### src/rtl/dmem_arbiter.sv
// Shares the data-memory port between the core LSU (C) and a debug port (D).
// Core has fixed priority; a starvation counter and a debug lock guarantee debug progress.
module dmem_arbiter #(
    parameter int ADDR_W     = 10,
    parameter int DATA_W     = 32,
    parameter int STARVE_LIM = 4
) (
    input  logic                clk,
    input  logic                rst,
    input  logic                c_req,
    input  logic                c_we,
    input  logic [ADDR_W-1:0]   c_addr,
    input  logic [DATA_W-1:0]   c_wdata,
    input  logic [DATA_W/8-1:0] c_be,
    output logic                c_gnt,
    output logic                c_rvalid,
    output logic [DATA_W-1:0]   c_rdata,
    input  logic                d_req,
    input  logic                d_we,
    input  logic [ADDR_W-1:0]   d_addr,
    input  logic [DATA_W-1:0]   d_wdata,
    input  logic [DATA_W/8-1:0] d_be,
    input  logic                d_lock,
    output logic                d_gnt,
    output logic                d_rvalid,
    output logic [DATA_W-1:0]   d_rdata,
    output logic                mem_en,
    output logic                mem_we,
    output logic [ADDR_W-1:0]   mem_addr,
    output logic [DATA_W-1:0]   mem_wdata,
    output logic [DATA_W/8-1:0] mem_be,
    input  logic [DATA_W-1:0]   mem_rdata
);

    localparam logic [3:0] LIM = 4'(STARVE_LIM);

    typedef enum logic [0:0] {
        ARB   = 1'b0,
        DLOCK = 1'b1
    } state_t;

    state_t     state;
    logic [3:0] starve_cnt;
    logic       rd_pend;
    logic       rd_owner;   // 0 = core, 1 = debug
    logic       conflict;

    // Grant selection from current requests and registered arbitration state.
    always_comb begin
        c_gnt    = 1'b0;
        d_gnt    = 1'b0;
        conflict = 1'b0;
        case (state)
            ARB: begin
                conflict = c_req & d_req;
                if (conflict) begin
                    if (starve_cnt >= LIM) begin
                        d_gnt = 1'b1;
                    end else begin
                        c_gnt = 1'b1;
                    end
                end else begin
                    c_gnt = c_req;
                    d_gnt = d_req;
                end
            end
            DLOCK: begin
                d_gnt = d_req;
            end
            default: begin
                c_gnt = 1'b0;
                d_gnt = 1'b0;
            end
        endcase
    end

    // Memory port mux; idle cycles drive zeros.
    always_comb begin
        mem_we    = 1'b0;
        mem_addr  = '0;
        mem_wdata = '0;
        mem_be    = '0;
        if (d_gnt) begin
            mem_we    = d_we;
            mem_addr  = d_addr;
            mem_wdata = d_wdata;
            mem_be    = d_be;
        end else if (c_gnt) begin
            mem_we    = c_we;
            mem_addr  = c_addr;
            mem_wdata = c_wdata;
            mem_be    = c_be;
        end else begin
            mem_we    = 1'b0;
        end
    end

    assign mem_en = c_gnt | d_gnt;

    // Arbitration state, starvation counter and read-return tracking.
    always_ff @(posedge clk or posedge rst) begin
        if (rst) begin
            state      <= ARB;
            starve_cnt <= 4'd0;
            rd_pend    <= 1'b0;
            rd_owner   <= 1'b0;
        end else begin
            rd_pend  <= mem_en & ~mem_we;
            rd_owner <= d_gnt;
            case (state)
                ARB: begin
                    if (d_gnt) begin
                        starve_cnt <= 4'd0;
                        if (d_lock) begin
                            state <= DLOCK;
                        end
                    end else if (conflict && (starve_cnt < LIM)) begin
                        starve_cnt <= starve_cnt + 4'd1;
                    end
                end
                DLOCK: begin
                    starve_cnt <= 4'd0;
                    if (!d_lock) begin
                        state <= ARB;
                    end
                end
                default: begin
                    state      <= ARB;
                    starve_cnt <= 4'd0;
                end
            endcase
        end
    end

    // Read data is steered only to the port that issued the read one cycle earlier.
    assign c_rvalid = rd_pend & ~rd_owner;
    assign d_rvalid = rd_pend & rd_owner;
    assign c_rdata  = c_rvalid ? mem_rdata : '0;
    assign d_rdata  = d_rvalid ? mem_rdata : '0;

endmodule

### config.mk
export PLATFORM = sky130hd
export DESIGN_NAME = dmem_arbiter
export DESIGN_NICKNAME = d
export VERILOG_FILES = /design/src/rtl/dmem_arbiter.sv
export SDC_FILE = /design/constraint.sdc
export NUM_CORES = 1
export LEC_CHECK = 0
export BUFFER_PORTS_ARGS = -buffer_cell sky130_fd_sc_hd__buf_2
export CAP_MARGIN = 20
export CELL_PAD_IN_SITES_DETAIL_PLACEMENT = 0
export CELL_PAD_IN_SITES_GLOBAL_PLACEMENT = 1
export CORE_MARGIN = 2
export CORE_UTILIZATION = 14
export CTS_BUF_LIST = sky130_fd_sc_hd__clkbuf_8 sky130_fd_sc_hd__clkbuf_16
export DETAILED_ROUTE_END_ITERATION = 12
export PLACE_DENSITY_LB_ADDON = 0.1
export SLEW_MARGIN = 20
export SYNTH_ARGS = -nofsm -noshare
export SYNTH_HDL_FRONTEND = slang
export SYNTH_SLANG_ARGS = --single-unit
### constraint.sdc
create_clock -name clk -period 2.68 [get_ports clk]
set_clock_uncertainty 0.15 [all_clocks]
set_input_delay 0.536 -clock clk [delete_from_list [all_inputs] [get_ports clk]]
set_output_delay 0.536 -clock clk [all_outputs]
set_load 0.03 [all_outputs]
==> key figures <==
Synth
  • Post-synth EDFFs: 0
  • FFs w/ async S/R, synth: between 90% and 100%
  • Yosys reg bits: 7
  • Top post-synthesis cells by count: a22o_1, and2_1, and3_1
  • Mean area per synthesized cell: 7.60 µm²
  • Yosys warns: 0
  • Post-synth top flop: dfrtp_1
  • Syn Inst Count: between 150 and 200
  • Synthesized area: between 1000 and 1500 µm²
  • Synth top area share: roughly a third
  • Yosys cell types: 21
  • Syn Nets: roughly 290
  • Most area-hungry cell type in the Yosys netlist: a22o_1
  • Register area share after synthesis: around 14%
  • Synth area leaders: a22o_1, and2_1, and3_1, dfrtp_1, clkbuf_1
  • Top-count cell post-synth: a22o_1

Critical path
  • Critical-path cell list: nand2b_4, o31a_2, buf_6, a22o_1, buf_2
  • Slowest stage delay, CP: ~0.44 ns
  • Reg2reg setup slack: approximately 0.96 ns
  • Crit-path leading delay family: compound AO/OA/AOI/OAI gates
  • Reg2Reg Depth: 4
  • Worst-path fanout max: 36
  • Critical Path Slowest Stage Cell: dfrtp_1
  • Critical Path RT: slightly below 2 ns
  • Nature of the critical path endpoint: primary output
  • Critical Path AT: between 1.5 and 2 ns
  • Worst setup SP type: flop
  • Reg-to-reg endpoint: rd_pend
  • FF-to-FF Start: state
  • Worst path depth: 5
  • WP buf/inv: 2
  • WS Path Type: flop to primary output

Finish
  • Fill count: around 950
  • Layout Cells excl Fill: around 510
  • Final #Nets: 530
  • Area Overhead vs Synth: 115%
  • ANT cells: 0
  • Layout cells sized above 1: 65.0%

STA
  • # setup viols final: 0
  • Peak Freq: 399 MHz
  • RSZ-0062 raised after global routing: false
  • Setup TNS: 0 ns
  • Rel. slew slack: between 70% and 80%
  • Worst-Margin Slew: 0.351 ns
  • Final worst path period share: between 90% and 100%
  • Period minus WS final: ~2.5 ns
  • Final slew viol count: 0
  • Fin. Hold Viols: 0

GRT
  • Total gr overflow: 0
  • Initial antenna violation count: 0
  • Vias in the first global route: roughly 2000
  • First-pass GRT wire length: just over 10000 µm
  • Largest net degree at the start of global routing: 50
  • GRT Total Usage: between 10% and 20%

Pwr
  • Maximum VDD drop: about 150 µV
  • Flop pwr share: between 10% and 20%
  • Clock network fraction of design power: approximately 15%
  • Combinational power share: between 70% and 80%
  • Internal power: around 460 µW
  • Cell Pwr Density: ~370 nW/µm²
  • NetSw: ~500 µW
  • Static leakage power: roughly 0.0018 µW
  • Switch share: about half

Detailed routing
  • DR pass1 iterations: 7
  • DRT antenna net count: 0
  • Starting DRT DRC Count: slightly below 50
  • Per-cell routed wire length: ~13 µm
  • Remaining DRCs: 0
  • Drt via density: about 4.3
  • Vias: 2176
  • Total Routed Length: around 6600 µm

Die
  • Rows: 34
  • Die Ht: slightly below 100 µm
  • DIE AREA: ~9400 µm²
  • Starting density of the core: between 10% and 20%
  • Ports: ~250
  • Core Area: ~8600 µm²
  • Die W: 97.2 µm

Clock tree
  • Sink Count: 7
  • Post-CTS Setup Inserts: 0
  • H-tree depth: 1
  • Worst-Skew Late Latency: 0.22 ns
  • Clock buffer depth: 2
  • Cts bufs inserted: 3
  • CTS Hold Bufs: 0
  • TritonCTS clock tree: yes
  • Post-cts gate resize count: 0
  • Worst-path clk slew: roughly 0.04 ns
  • Root Buffer: clkbuf_8

Placement
  • Placer Congestion: roughly 0.78
  • Port Buffers: between 200 and 250
  • DP Cell Count: around 500
  • Detailed placer's ending HPWL: about 5500 µm

Run
  • Max cap viols: 0

Outcome
  • Status: completed

Worst hold path
  • Worst Hold Class: input pin to asynchronous set/reset pin
worst register-to-register path: cells and delay by family (launching register included):
family | cells | cell delay [ns]
AOI/OAI and AO/OA | 2 | 0.62
DFF | 1 | 0.44
buffers and inverters | 1 | 0.20
and+or+nand+nor | 1 | 0.19
stage by stage:
stage	hold slack, ns	worst slack [ns]	instance area [µm²]	utilization [%]	power [µW]
floorplan	0.189	0.331	1220	-	566
global placement	0.331	0.244	2570	30.0	828
detailed placement	0.347	0.228	2570	30.0	822
CTS	0.103	0.0866	2610	30.5	972
global route	0.114	0.0680	2620	30.6	1020
finish	0.0929	0.173	2620	30.6	960
cells in the final DEF (no fill, tap or decap), drive strengths merged, types with 2 or more instances in the layout:
cell type / netlist / final
nor3b: 2 / 2
nand2: 4 / 4
a22o: 47 / 47
a21oi: 3 / 3
buf: 9 / 252
nand3: 2 / 2
dfrtp: 7 / 7
and2: 33 / 33
o21a: 2 / 2
inv: 2 / 3
clkbuf: 10 / 3
and3: 32 / 32
cells by family after synthesis:
kind of cell	after synthesis	synth area share, %
adder cells (fa/ha/maj)	1	1.03
AO/OA/AOI/OAI	54	37.9
AND/OR/NAND/NOR	77	39.3
buffers and inverters	21	7.41
flip-flops	7	14.4
worst max path at each step:
| stage | endpoint | from | slack, ns |
|---|---|---|---|
| finish | mem_be[3] | state | 0.17 |
| global route | mem_be[3] | state | 0.07 |
| CTS | mem_be[3] | state | 0.09 |
| detailed placement | mem_be[3] | c_req | 0.23 |
| global placement | mem_be[3] | c_req | 0.24 |
| floorplan | mem_wdata[22] | d_req | 0.33 |
power by group through the flow:
stage | Sequential [µW] | Clock [µW] | Combinational [µW]
6_report | 119 | 146 | 696
5_1_grt | 120 | 158 | 745
4_1_cts | 119 | 150 | 703
3_5_place_dp | 120 | 0 | 702
3_3_place_gp | 120 | 0 | 708
2_1_floorplan | 120 | 0 | 445
state kept, by name, summed over array words and instances (netlist names):
signal,count
state,1
rd_owner,1
starve_cnt,4
rd_pend,1
cell type report:
| class | count | area, µm² | area share, % |
|---|---|---|---|
| timing repair buffer | 252 | 1290 | 49.4 |
| multi-input combinational | 132 | 960 | 36.7 |
| sequential | 7 | 175 | 6.70 |
| tap | 108 | 135 | 5.17 |
| clock buffer | 3 | 41.3 | 1.58 |
| inverter | 2 | 7.51 | 0.287 |
| clock inverter | 1 | 3.75 | 0.144 |
routing by layer:
layer,share of wire [%],up-vias,global-route usage (%)
met5,0,-,0
met4,1.0,0,3.68
met3,10,6,2.30
met2,53,154,25.4
met1,36,941,13.6
li1,-,1075,-
Note: power is estimated with default switching activity, not from simulation.
